$ cat config.mk
export PLATFORM = sky130hd
export DESIGN_NAME = mux_rr_reg
export DESIGN_NICKNAME = d
export VERILOG_FILES = /design/src/rtl/mux_pkg.sv /design/src/rtl/rr_arbiter.sv /design/src/rtl/mux_rr_reg.sv
export SDC_FILE = /design/constraint.sdc
export NUM_CORES = 1
export LEC_CHECK = 0
export ABC_AREA = 1
export BUFFER_PORTS_ARGS = -buffer_cell sky130_fd_sc_hd__buf_4
export CORE_UTILIZATION = 54
export CTS_CLUSTER_DIAMETER = 150
export DETAILED_ROUTE_END_ITERATION = 16
export GPL_TIMING_DRIVEN = 0
export MAX_ROUTING_LAYER = met4
export PLACE_DENSITY = 0.87
export RECOVER_POWER = 50
export SLEW_MARGIN = 15
export SYNTH_ARGS = -nofsm -noshare
export SYNTH_HDL_FRONTEND = slang
export SYNTH_SLANG_ARGS = --single-unit
$ cat constraint.sdc
create_clock -name clk -period 7.3 [get_ports clk]
set_clock_uncertainty 0.1 [all_clocks]
set_input_delay 1.46 -clock clk [delete_from_list [all_inputs] [get_ports clk]]
set_output_delay 1.46 -clock clk [all_outputs]
set_load 0.02 [all_outputs]
$ cat src/rtl/mux_pkg.sv
// Shared constants and helpers for the round-robin registered mux and its arbiter.
package mux_pkg;

  localparam int MODE_FIXED = 0;
  localparam int MODE_RR    = 1;

  // Ceiling log2 for index widths; a single channel still gets a 1-bit index.
  function automatic int clog2(input int n);
    int r;
    int v;
    r = 0;
    v = n - 1;
    while (v > 0) begin
      r++;
      v = v >> 1;
    end
    if (r == 0) r = 1;
    return r;
  endfunction

endpackage

$ cat src/rtl/rr_arbiter.sv
// Round-robin / fixed-priority arbiter: rotating search from ptr, one-hot and index grants.
module rr_arbiter
  import mux_pkg::*;
#(
  parameter int CHANNELS = 8,
  parameter int RR       = MODE_RR,
  localparam int SEL_W   = clog2(CHANNELS)
) (
  input  logic                clk,
  input  logic                rst,
  input  logic [CHANNELS-1:0] req,
  input  logic                advance,
  output logic [CHANNELS-1:0] grant,
  output logic [SEL_W-1:0]    grant_idx
);

  logic [SEL_W-1:0] ptr;
  logic             found;

  // Search starts at ptr in RR mode and at 0 in fixed mode, wrapping at CHANNELS.
  always_comb begin
    int k;
    found     = 1'b0;
    grant_idx = '0;
    grant     = '0;
    for (int i = 0; i < CHANNELS; i++) begin
      k = ((RR == MODE_RR) ? int'(ptr) : 0) + i;
      if (k >= CHANNELS) k = k - CHANNELS;
      if (!found && req[k]) begin
        found     = 1'b1;
        grant_idx = SEL_W'(k);
      end
    end
    if (found) grant = CHANNELS'(1) << grant_idx;
  end

  always_ff @(posedge clk) begin
    if (rst) begin
      ptr <= '0;
    end else if (advance && (RR == MODE_RR)) begin
      ptr <= (grant_idx == SEL_W'(CHANNELS - 1)) ? '0 : grant_idx + SEL_W'(1);
    end
  end

endmodule

$ cat src/rtl/mux_rr_reg.sv
// N-channel arbitrating mux with a single registered output slot and valid/ready on every port.
module mux_rr_reg
  import mux_pkg::*;
#(
  parameter int WIDTH    = 8,
  parameter int CHANNELS = 8,
  parameter int RR       = MODE_RR,
  localparam int SEL_W   = clog2(CHANNELS)
) (
  input  logic                      clk,
  input  logic                      rst,
  input  logic [CHANNELS-1:0]       in_valid,
  input  logic [CHANNELS*WIDTH-1:0] in_data,
  output logic [CHANNELS-1:0]       in_ready,
  output logic                      out_valid,
  output logic [WIDTH-1:0]          out_data,
  output logic [SEL_W-1:0]          out_sel,
  input  logic                      out_ready
);

  // Handshake: a word moves on any port when valid & ready are both high at a rising edge;
  // the output slot can take a new word when empty or when its word is drained this cycle.
  logic                can_load;
  logic                load;
  logic [CHANNELS-1:0] grant;
  logic [SEL_W-1:0]    grant_idx;
  logic [WIDTH-1:0]    sel_data;

  assign can_load = ~out_valid | out_ready;
  assign load     = can_load & (|in_valid) & ~rst;
  assign in_ready = grant & {CHANNELS{can_load & ~rst}};

  rr_arbiter #(
    .CHANNELS (CHANNELS),
    .RR       (RR)
  ) u_arb (
    .clk       (clk),
    .rst       (rst),
    .req       (in_valid),
    .advance   (load),
    .grant     (grant),
    .grant_idx (grant_idx)
  );

  always_comb begin
    sel_data = '0;
    for (int k = 0; k < CHANNELS; k++) begin
      if (grant[k]) sel_data = in_data[k*WIDTH +: WIDTH];
    end
  end

  always_ff @(posedge clk) begin
    if (rst) begin
      out_valid <= 1'b0;
      out_data  <= '0;
      out_sel   <= '0;
    end else if (load) begin
      out_valid <= 1'b1;
      out_data  <= sel_data;
      out_sel   <= grant_idx;
    end else if (out_ready) begin
      out_valid <= 1'b0;
    end
  end

endmodule

# Word-level counts from Yosys, hierarchy flattened
# Cells that the tools add are included.
[word_totals]
inputBits = 75
reg_bits = 15
word_cells = 121
out_inout_bits = 20
[op_classes]
reduce_logical = 16
shifts = 1
bitwise_logic = 7
order_cmp = 16
muxes = 60
n_eq_ne = 1
add_sub_neg = 16
[ops]
columns = ["operator", "n"]
rows = [
  ["$lt A32 B5 Y1 const B", 8],
  ["$mux W32", 8],
  ["$ge A32 B5 Y1 const B", 7],
  ["$sub A32 B5 Y32 const B", 7],
  ["$mux W8", 9],
  ["$mux W3", 9],
  ["$mux W1", 26],
  ["$bmux W1 S3", 8],
  ["$add A3 B3 Y4 const B", 4],
  ["$add A3 B2 Y4 const B", 2],
  ["$and A8 B8 Y8", 1],
  ["$reduce_or A8 Y1", 1],
  ["$shl A1 B3 Y8 const A", 1],
  ["$logic_and A1 B1 Y1", 7],
  ["$logic_not A1 Y1", 7],
  ["$sub A3 B4 Y5 const B", 1],
  ["$add A3 B1 Y4 const B", 1],
  ["$ge A3 B4 Y1 const B", 1],
  ["$add A3 B1 Y3 const B", 1],
  ["$and A1 B1 Y1", 3],
  ["$eq A3 B3 Y1 const B", 1],
  ["$not A1 Y1", 2],
  ["$reduce_bool A2 Y1", 1],
  ["$or A1 B1 Y1", 1],
]

# Logic depth before layout (Yosys ltp)
# Gate-level depths: netlist (run 1).
[logic_depth]
word_depth = 37
ltp_mapped = 32
depth_no_buf = 30

# Cells and area by module
# A second synthesis (run 1) with hierarchy kept.
[hier_totals]
hier_cells = 397
hier_area_um2 = 2198.4
[by_module_without_submodules]
columns = ["mod", "cells_each", "area_each_um2", "seq_area_each_um2", "instances"]
rows = [
  ["mux_rr_reg", 231, 1244.9, 240.2, 1],
  ["rr_arbiter", 166, 953.4, 60.1, 1],
]

# Worst setup path after synthesis (run 1)
# Ideal clock, no wire load.
[synth_path]
kind = "in2out"
startpoint = "input port in_valid[1]"
endpoint = "output port in_ready[2]"
stages = 17
required_time_ns = 5.740
n_path_buf = 0
setup_slack_ns = 1.968
arrival_time_ns = 3.772
path_cell_list = "nand2_1 -> nand3_1 -> nand3_1 -> and2_1 -> nand4_2 -> nor2_2 -> nand2_1 -> nor2_4 -> inv_1 -> nand2_1 -> o22ai_1 -> inv_1 -> ha_1 -> inv_1 -> nor2_1 -> nand2_2 -> nor2_1"
[synth_between]
elab_chain_len = 28
word_cells_on_any_way = 57
classes_between = "1 x shift; 41 x mux; 1 x bitwise; 14 x reduce/logical"
[synth_lines]
columns = ["element", "line", "text"]
rows = [
  ["from (decl)", "mux_rr_reg.sv:12", "input logic [CHANNELS-1:0] in_valid,"],
  ["$bmux W1 S3", "rr_arbiter.sv:29", "if (!found && req[k]) begin"],
  ["$mux W1 (not written as such) (2 in a row)", "rr_arbiter.sv:29", ""],
  ["$mux W1", "rr_arbiter.sv:29", ""],
  ["$logic_not A1 Y1", "rr_arbiter.sv:29", ""],
  ["$logic_and A1 B1 Y1", "rr_arbiter.sv:29", ""],
  ["$mux W1", "rr_arbiter.sv:29", ""],
  ["$logic_not A1 Y1", "rr_arbiter.sv:29", ""],
  ["$logic_and A1 B1 Y1", "rr_arbiter.sv:29", ""],
  ["[12 not listed]", "-", ""],
  ["$mux W1", "rr_arbiter.sv:29", ""],
  ["$logic_not A1 Y1", "rr_arbiter.sv:29", ""],
  ["$logic_and A1 B1 Y1", "rr_arbiter.sv:29", ""],
  ["$mux W3 *", "rr_arbiter.sv:29", ""],
  ["net grant_idx[1]", "mux_rr_reg.sv:26", "logic [SEL_W-1:0] grant_idx;"],
  ["$shl A1 B3 Y8 *", "rr_arbiter.sv:34", "if (found) grant = CHANNELS'(1) << grant_idx;"],
  ["$mux W8 *", "rr_arbiter.sv:34", ""],
  ["$and A8 B8 Y8 *", "mux_rr_reg.sv:31", "assign in_ready = grant & {CHANNELS{can_load & ~rst}};"],
  ["to (decl)", "mux_rr_reg.sv:14", "output logic [CHANNELS-1:0] in_ready,"],
]
# The timed path passes the listed nets; every way through them passes the cells marked *. The select of a mux whose other input is x is not followed.

# Worst setup path after layout (run 1)
[layout_path]
startpoint = "input port in_valid[6]"
endpoint = "output port in_ready[7]"
# Same word-level chain as after synthesis.

==> results of run 1 <==
[report_power, final]
part,internal [mW],switching (mW)
Sequential,0.109,0.0143
Clock,0.0379,0.0325
Combinational,0.596,1.09
Total,0.743,1.14
[layout make-up]
type                    instances  area [µm²]  area share, %
well taps                      50        62.6           1.97
inverters                      77         294           9.26
multi-input cells             320        1690           53.3
repair buffers                 93         653           20.6
clock buffers                   3        41.3           1.30
clock inverters                 1        5.00          0.158
plain buffers                  15         126           3.98
flip-flops and latches         15         300           9.45
[routing by layer]
| layer | GRT usage [%] | part of all wire, % |
|---|---|---|
| met5 | - | 0 |
| met4 | 9.18 | 1.7 |
| met3 | 4.28 | 4.9 |
| met2 | 56.6 | 50 |
| met1 | 38.0 | 44 |
[Yosys cell counts, types with 2 or more instances]
| master | count | area (µm²) |
|---|---|---|
| sky130_fd_sc_hd__ha_1 | 8 | 100 |
| sky130_fd_sc_hd__nand2_2 | 10 | 62.6 |
| sky130_fd_sc_hd__nand2_4 | 4 | 45.0 |
| sky130_fd_sc_hd__buf_4 | 2 | 15.0 |
| sky130_fd_sc_hd__or2_0 | 4 | 25.0 |
| sky130_fd_sc_hd__a21oi_1 | 19 | 95.1 |
| sky130_fd_sc_hd__nand2_1 | 126 | 473 |
| sky130_fd_sc_hd__nor2_1 | 23 | 86.3 |
| sky130_fd_sc_hd__dfxtp_1 | 15 | 300 |
| sky130_fd_sc_hd__clkbuf_1 | 7 | 26.3 |
| sky130_fd_sc_hd__nor2_2 | 2 | 12.5 |
| sky130_fd_sc_hd__inv_1 | 65 | 244 |
| sky130_fd_sc_hd__and2_1 | 2 | 12.5 |
| sky130_fd_sc_hd__a31oi_1 | 2 | 12.5 |
| sky130_fd_sc_hd__o21ai_0 | 19 | 95.1 |
| sky130_fd_sc_hd__xor2_2 | 2 | 32.5 |
| sky130_fd_sc_hd__nand3_2 | 7 | 70.1 |
| sky130_fd_sc_hd__nand3_1 | 51 | 255 |
| sky130_fd_sc_hd__buf_12 | 2 | 40.0 |
| sky130_fd_sc_hd__clkinv_1 | 2 | 7.51 |
| sky130_fd_sc_hd__a21oi_2 | 6 | 52.6 |
| sky130_fd_sc_hd__inv_4 | 2 | 12.5 |
| sky130_fd_sc_hd__or2_2 | 5 | 31.3 |
| sky130_fd_sc_hd__nor2_4 | 2 | 22.5 |
| sky130_fd_sc_hd__nand4_1 | 11 | 68.8 |
| sky130_fd_sc_hd__nor4_1 | 4 | 25.0 |
| sky130_fd_sc_hd__inv_2 | 8 | 30.0 |
| sky130_fd_sc_hd__nor3_1 | 2 | 10.0 |
| sky130_fd_sc_hd__buf_6 | 4 | 45.0 |
[state kept, by name, indices dropped and copies added, names as in the netlist]
register and flops:
out_data 8, out_sel 3, out_valid 1, u_arb.ptr 3
[worst paths after layout]
kind	depth (start not counted)	slack [ns]	to	startpoint
min reg2reg	2	0.39	out_data[3]	out_data[3]
max reg2reg	29	2.36	out_data[0]	u_arb.ptr[0]
min	2	0.39	out_data[3]	out_data[3]
max	19	1.21	in_ready[7]	in_valid[6]
[layout by cell type, fill, tap and decap left out, types with 2 or more instances in the layout]
cell type	count
sky130_fd_sc_hd__nand2_1	126
sky130_fd_sc_hd__buf_4	83
sky130_fd_sc_hd__inv_1	65
sky130_fd_sc_hd__nand3_1	51
sky130_fd_sc_hd__nor2_1	24
sky130_fd_sc_hd__a21oi_1	19
sky130_fd_sc_hd__o21ai_0	19
sky130_fd_sc_hd__clkbuf_1	19
sky130_fd_sc_hd__dfxtp_1	15
sky130_fd_sc_hd__nand4_1	11
sky130_fd_sc_hd__nand2_2	10
sky130_fd_sc_hd__inv_2	8
sky130_fd_sc_hd__ha_1	8
sky130_fd_sc_hd__nand3_2	7
sky130_fd_sc_hd__a21oi_2	6
sky130_fd_sc_hd__or2_2	5
sky130_fd_sc_hd__buf_6	4
sky130_fd_sc_hd__nand2_4	4
sky130_fd_sc_hd__nor4_1	4
sky130_fd_sc_hd__or2_0	4
sky130_fd_sc_hd__clkbuf_8	3
sky130_fd_sc_hd__inv_4	2
sky130_fd_sc_hd__xor2_2	2
sky130_fd_sc_hd__nor3_1	2
sky130_fd_sc_hd__a31oi_1	2
sky130_fd_sc_hd__nor2_4	2
sky130_fd_sc_hd__buf_12	2
sky130_fd_sc_hd__clkinv_1	2
[worst max-delay path, stage by stage]
cell and delay, ns:
sky130_fd_sc_hd__buf_4 0.13, sky130_fd_sc_hd__nand2_1 0.11, sky130_fd_sc_hd__nand3_1 0.11, sky130_fd_sc_hd__nand3_1 0.13, sky130_fd_sc_hd__nand2_1 0.12, sky130_fd_sc_hd__inv_1 0.09, sky130_fd_sc_hd__nand4_2 0.12, sky130_fd_sc_hd__nor2_1 0.19
sky130_fd_sc_hd__nand2_1 0.12, sky130_fd_sc_hd__nor2_4 0.13, sky130_fd_sc_hd__inv_1 0.08, sky130_fd_sc_hd__o22ai_1 0.37, sky130_fd_sc_hd__inv_1 0.12, sky130_fd_sc_hd__ha_1 0.23, sky130_fd_sc_hd__ha_1 0.25, sky130_fd_sc_hd__nand2_1 0.20
sky130_fd_sc_hd__clkbuf_1 0.31, sky130_fd_sc_hd__nor2_1 0.07, sky130_fd_sc_hd__buf_4 0.17
[cell families (layout without fill, tap and decap cells)]
kind of cell,after synthesis,count (layout)
AND/OR/NAND/NOR,256,256
buffers and inverters,92,189
XOR/XNOR,3,3
adder cells (fa/ha/maj),8,8
AO/OA/AOI/OAI,53,53
flip-flops,15,15
[stage by stage]
| stage | instance area (µm²) | hold slack [ns] | power, mW | instances |
|---|---|---|---|---|
| final | 3180 | 0.389 | 1.88 | 574 |
| after global routing | 3180 | 0.402 | 2.10 | 574 |
| after CTS | 3220 | 0.387 | 1.89 | 574 |
| after detailed placement | 3180 | 0.373 | 1.81 | 570 |
| after global placement | 3180 | 0.367 | 1.78 | 570 |
| after floorplan | 2420 | 0.456 | 1.42 | 427 |
==> results.md, run 1 <==
- Among all flip-flop cells after synthesis, the most frequent one is sky130_fd_sc_hd__dfxtp_1.
- After the last flow step, the layout net total stands at 608.
- From synthesis to final layout, the design area changed by 31.4%.
- The worst setup margin is 1.21 ns.
- The share of flip-flops with an asynchronous set or reset is 0%.
- The floorplan has 23 rows.
- After clock tree synthesis, the repair step resized 0 gates.
- The via density per instance is 5.23.
- The instance count of the mapped netlist is 427.
- The final route contains 3004 vias.
- The root buffer cell is sky130_fd_sc_hd__clkbuf_8.
- The number of nets produced by synthesis is 510.
- The run finished with clean final reports.
- The worst setup path is captured at an output port.
- The area fraction in compound gates after synthesis is 13.0%.
- The maximum operating frequency is 0.164 GHz.
- The hold violation count in the final report came to 0.
- Counting distinct cell types in the post-synthesis netlist gives 40.
- The number of enable flip-flop cells after synthesis is 0.
- The count of TritonRoute iterations in the first routing pass is 5.
- After clock tree synthesis, the clock-pin slew on the worst setup and hold paths is 0.06 ns.
- After routing, the total negative slack on setup checks comes to 0 ns.
- The start-to-end type of the worst setup path is input port to output port.
- Setup repair after global routing left no endpoint under its margin.
- The DRC violation total after the first TritonRoute iteration is 168.
- Clock tree synthesis found a total of 15 sinks.
- The normalized max-slew margin is 61.8%.
- The clock tree from TritonCTS is built.
- The data required time of the critical path is 5.74 ns.
- After floorplanning, the core was sized to cover 4140 µm².
- The count of hold buffers inserted by post-cts repair is 0.
- The maximum resistive drop on vdd is 346 µV.
- The minimum clock period is 6.09 ns.
- Measured along the y axis, the die boundary spans 68.9 µm.
- In this run the worst hold path is classified as flop to flop.
- Once layout is complete, the utilization of the core stands at 76.7%.
- The deepest clock path buffer count is 2.
- The last weighted congestion value of the routability-driven placer is 0.905.
- The number of top-level pins is 95.
- Summing the areas of all fa, ha and maj instances in the mapped netlist gives 4.14% of the synthesized area.
- The worst setup timing slack at the placement stage is 1.34 ns.
- The HPWL after detailed placement is 5940 µm.
- During placement, the flow inserted port buffers numbering 93.
- The total routed wirelength is 7330 µm.
- The number of pins exceeding their max-slew limit in the final report was 0.
- The sequential share of the synthesized area is 12.4%.
- The portion of netlist area occupied by mux cells is 0%.
- The first global-routing pass estimated 11100 µm of wire.
- CTS built an H-tree with a depth of 1.
- The number of global-route vias before repair is 2532.
- The post-synthesis xor/xnor area fraction is 1.71%.
- The critical path startpoint category is an input port.
- After synthesis, the mean cell area works out to 5.66 µm².
- In this run the horizontal extent of the chip is 68.9 µm.
- The slew at the pin with the worst max-slew slack is 0.570 ns.
- Setup violations remaining at the end of the flow were counted as 0.
- The number of warnings reported in the yosys synthesis log is 0.
- The post-CTS repair timing setup buffer count is 0.
- The insertion delay to the later sink of the worst-skew pair is 0.26 ns.
- The routed length per instance is 12.8 µm.
- The power density over the cells is 593 nW/µm².
- The dominant combinational cell family by area after synthesis is simple AND/OR/NAND/NOR gates.
- The fraction of layout instances using a drive strength above 1 is 27.3%.
- The layout has 366 filler cells.
- Summed over all layers, the global routing overflow is 0.
- Counting flops and latches in the post-synthesis netlist gives 15.
- The critical path data arrival time is 4.53 ns.
- The overall die area is 4750 µm².
- The total routing resource utilization after global routing is 32.2%.
- The initial antenna violation count is 0.
- In this run the static leakage power is 1.77 nW.
- Entering global routing, the biggest net connects 11 pins.
- Counting the buffers created by CTS gives 3.
- Summing every instance area after synthesis gives 2420 µm².
- The fraction of the cycle the final worst path needs is 83.4%.
- Across the run, the number of max-cap violations was 0.
- The area share of and/or/nand/nor cells after synthesis is 51.3%.
- In the routed design, unresolved DRC markers number 0.
- The number of antenna diodes in the final layout is 0.
- Once detail routing completed, the nets flagged for antenna violations numbered 0.
- The initial core utilization is 58.3%.
- In this run the worst path has a maximum fanout of 10.
Note: power is estimated with default switching activity, not from simulation.
==> run 2, diff against run 1 <==
ABC_AREA = 0   (was 1)
CORE_UTILIZATION = 50   (was 54)
PLACE_DENSITY = 0.82   (was 0.87)
clock period = 5.93 ns   (was 7.3 ns; I/O delays follow)
==> results.md, run 2 <==
- The synthesized area per cell is 7.40 µm² (+31%).
- The routed length per instance is 18.3 µm (+43%).
- The predominant post-synthesis flop cell is sky130_fd_sc_hd__dfxtp_1.
- The number of nets produced by synthesis is 406 (-20%).
- The fraction of the cycle the final worst path needs is 96.7%.
- The final antenna diode count was 0 (unchanged).
- The insertion delay to the later sink of the worst-skew pair is 0.24 ns (-0.02 ns).
- The number of flip-flops and latches in the synthesized netlist is 15 (unchanged).
- The clock tree from TritonCTS is built.
- The cell row count is 24 (+4.3%).
- The number of global-route vias before repair is 2755 (+8.8%).
- The worst setup margin was 0.195 ns (-1.02 ns).
- The nature of the critical path endpoint is an output port.
- The via density per instance is 6.41 (+22%).
- The number of flip-flops in the largest register was 8 (unchanged).
- The last weighted congestion value of the routability-driven placer is 0.915 (+1.0%).
- The worst hold path begins at out_sel[2].
- The largest fanout of any net on the critical path is 10 (unchanged).
- The total routed wirelength is 8590 µm (+17%).
- The slew at the pin with the worst max-slew slack came to 0.672 ns (+0.101 ns).
- The flow ran to the end, and the final reports show no timing, DRC or antenna violations.
- The root buffer cell is sky130_fd_sc_hd__clkbuf_8.
- After synthesis, the most frequently instantiated cells are 48 x sky130_fd_sc_hd__nand2_1, 26 x sky130_fd_sc_hd__a21oi_1, 26 x sky130_fd_sc_hd__nor2_1.
- The data required time of the critical path is 4.64 ns (-1.10 ns).
- The die width is 71.1 µm (+3.2%).
- The final total power is 2.14 mW (+14%).
- The number of warnings reported in the yosys synthesis log is 0 (unchanged).
- The layout-stage area growth over the synthesis result is 34.2%.
- The clock input transition at the sequential cells of the worst setup and hold paths came to 0.06 ns (about the same).
- The worst hold-check slack is 0.368 ns (-0.0215 ns).
- The level count of the clock H-tree is 1 (unchanged).
- Counting I/O delays and the setup requirement, the final critical path takes 5.74 ns.
- The overall die area was 5060 µm² (+6.6%).
- The number of pins exceeding their max-slew limit in the final report is 0 (unchanged).
- The number of top-level pins is 95 (unchanged).
- Setup repair after global routing could not meet its margin everywhere.
- The critical path data arrival time is 4.45 ns (-0.08 ns).
- The number of enable flip-flop cells after synthesis came to 0 (unchanged).
- The floorplan die height is 71.1 µm (+3.2%).
- The worst setup path is of the flop to output port kind.
- STA classifies the critical path startpoint as a flop.
- The total routing resource utilization after global routing was 34.4% (+2.2 points).
- The area of the multi-input gates is 1980 µm² (+17%).
- The path class of the tightest hold or removal check is flop to flop.
- The maximum number of pins on one net before global-route repair is 12 (+1).
- The initial antenna violation count is 0 (unchanged).
- The power density over the cells is 666 nW/µm² (+12%).
- The library cell occupying the most area in the post-synthesis netlist is sky130_fd_sc_hd__dfxtp_1.
- The largest registers in the layout are out_data (8), out_sel (3), u_arb.ptr (3).
- The antenna violation net count after detailed routing is 0 (unchanged).
- The count of TritonRoute iterations in the first routing pass came to 7 (+2).
- The core footprint is 4470 µm² (+8.0%).
- The initial core utilization is 53.4% (-4.9 points).
- The share of flip-flops with an asynchronous set or reset was 0% (unchanged).
- The deepest clock path buffer count came to 2 (unchanged).
- The clock sink count is 15 (unchanged).
- The instance count of the mapped netlist is 323 (-24%).
- The instance area after placement was 3160 µm² (-0.55%).
- The max-cap violation count was 0 (unchanged).
- The count of endpoints failing setup in the final report is 0 (unchanged).
- The commonest non-fill, non-tap cell in the layout is sky130_fd_sc_hd__buf_4.
- The area of the mapped netlist came to 2390 µm² (-1.1%).
- The most frequently used cell type in the post-synthesis netlist is sky130_fd_sc_hd__nand2_1.
- In the post-synthesis netlist, the biggest area contributors are sky130_fd_sc_hd__dfxtp_1 13%, sky130_fd_sc_hd__mux4_2 9.4%, sky130_fd_sc_hd__nand2_1 7.5%, sky130_fd_sc_hd__mux2i_1 5.9%, sky130_fd_sc_hd__a21oi_1 5.4%.
- The first-pass GRT wire length is 13300 µm (+20%).
- The register ranked first by flip-flop count is out_data.
- The DRC violation total after the first TritonRoute iteration is 352 (+110%).
- The number of fill cells in the layout is 411 (+12%).
- The maximum resistive drop on vdd is 463 µV (+34%).
- The normalized max-slew margin came to 55.1% (-6.8 points).
- The startpoint identified for the worst register-to-register timing path is u_arb.ptr[0].
- The hold violation count in the final report was 0 (unchanged).
- The static power due to leakage is 1.31 nW (-26%).
- The total via count in the routed design is 3012 (+0.27%).
- The flip-flop and latch area is 300 µm² (unchanged).
- The worst setup timing slack at the placement stage was -0.0263 ns (-1.37 ns).
- The library cells used most frequently in the layout, excluding fill and tap cells, are 86 x sky130_fd_sc_hd__buf_4, 47 x sky130_fd_sc_hd__nand2_1, 26 x sky130_fd_sc_hd__a21oi_1.
- The sequential share of the synthesized area is 12.6% (+0.14 points).
- The launching instance or port of the critical path is u_arb.ptr[0].
- The number of buffers inserted during clock tree synthesis was 3 (unchanged).
- The HPWL after detailed placement is 6760 µm (+14%).
- The portion of synthesized cell area occupied by the leading cell type is 12.6% (-7.0 points).
- The maximum operating frequency is 0.174 GHz.
- The count of unique library cells instantiated by Yosys is 55 (+38%).
- The fraction of layout instances using a drive strength above 1 came to 32.3% (+5.0 points).
- The residual DRC count was 0 (unchanged).
- The final cell utilization of the core came to 71.7% (-5.0 points).
- The overflow left after global routing is 0 (unchanged).
- The final non-filler cell area came to 3210 µm² (+0.95%).
- The count of nets after finishing is 502 (-17%).
- The number of input and output port buffers inserted was 94 (+1.1%).
run 2: changes by cell type after synthesis, sizes merged, moves of 10 or more:
cell / change
nand2: -92
inv: -68
nand3: -53
mux2i: +14
nand2b: +12
a32oi: +10
mux4: +10
run 2: per-layer routing:
metal | vias up | track usage, % | wire [µm]
li1 | 1421 | - | -
met1 | 1427 | 46.9 | 3650
met2 | 150 | 54.4 | 4190
met3 | 14 | 4.27 | 618
met4 | 0 | 8.22 | 136
met5 | - | - | 0
run 2: where the power goes:
part | internal (mW) | total, mW | leakage, nW | switching (mW)
clock | 0.0465 | 0.0867 | 0.0255 | 0.0401
combinational | 0.756 | 1.89 | 1.16 | 1.13
sequential | 0.140 | 0.164 | 0.124 | 0.0244
total | 0.942 | 2.14 | 1.31 | 1.19
run 2: layout make-up:
cell class / instances / area share (%)
clock inverter: 1 / 0.156
inverter: 8 / 0.936
timing repair buffer: 95 / 20.8
multi-input combinational: 276 / 61.8
sequential: 15 / 9.36
tap: 52 / 2.03
buffer: 20 / 3.55
clock buffer: 3 / 1.29
run 2: cell families (layout without fill, tap and decap cells):
kind of cell | after synthesis | after routing | synth area share (%)
muxes | 30 | 30 | 18.1
buffers and inverters | 32 | 127 | 6.70
adders and majority gates | 8 | 8 | 4.19
xor gates and xnor gates | 2 | 2 | 0.733
AOI/OAI and AO/OA | 116 | 116 | 34.1
and+or+nand+nor | 120 | 120 | 23.6
DFF | 15 | 15 | 12.6
run 2: final timing paths:
check / endpoint / slack (ns) / cells past startpoint
min reg2reg: out_sel[2] / 0.37 / 1
max reg2reg: out_data[5] / 0.83 / 20
max: in_ready[7] / 0.19 / 19
min: out_sel[2] / 0.37 / 1
run 2: what timing repair did:
| action | CTS | global route |
|---|---|---|
| buffers inserted | 0 | 1 |
| endpoints found under the setup margin | 6 | 7 |
| gates resized for setup | 4 | 10 |
| hold buffers | 0 | 0 |
| pin swaps | 0 | 2 |
run 2: through the flow:
step,cells,setup TNS [ns]
final,470,0
after global routing,470,-0.0167
after floorplan,323,0
after detailed placement,469,-0.0472
after global placement,469,0
after CTS,470,0
run 2: worst max-delay path, stage by stage (launching register included):
cell and delay [ns]:
sky130_fd_sc_hd__dfxtp_1 0.34, sky130_fd_sc_hd__buf_4 0.18, sky130_fd_sc_hd__buf_6 0.17, sky130_fd_sc_hd__buf_4 0.19
sky130_fd_sc_hd__inv_1 0.07, sky130_fd_sc_hd__ha_1 0.39, sky130_fd_sc_hd__buf_6 0.19, sky130_fd_sc_hd__mux2i_1 0.16
sky130_fd_sc_hd__mux4_2 0.53, sky130_fd_sc_hd__nand2_1 0.19, sky130_fd_sc_hd__a21oi_1 0.14, sky130_fd_sc_hd__a221oi_2 0.33
sky130_fd_sc_hd__a21boi_2 0.11, sky130_fd_sc_hd__buf_6 0.16, sky130_fd_sc_hd__buf_4 0.18, sky130_fd_sc_hd__inv_1 0.09
sky130_fd_sc_hd__ha_2 0.26, sky130_fd_sc_hd__nand2_2 0.16, sky130_fd_sc_hd__nor2_2 0.19, sky130_fd_sc_hd__buf_4 0.17
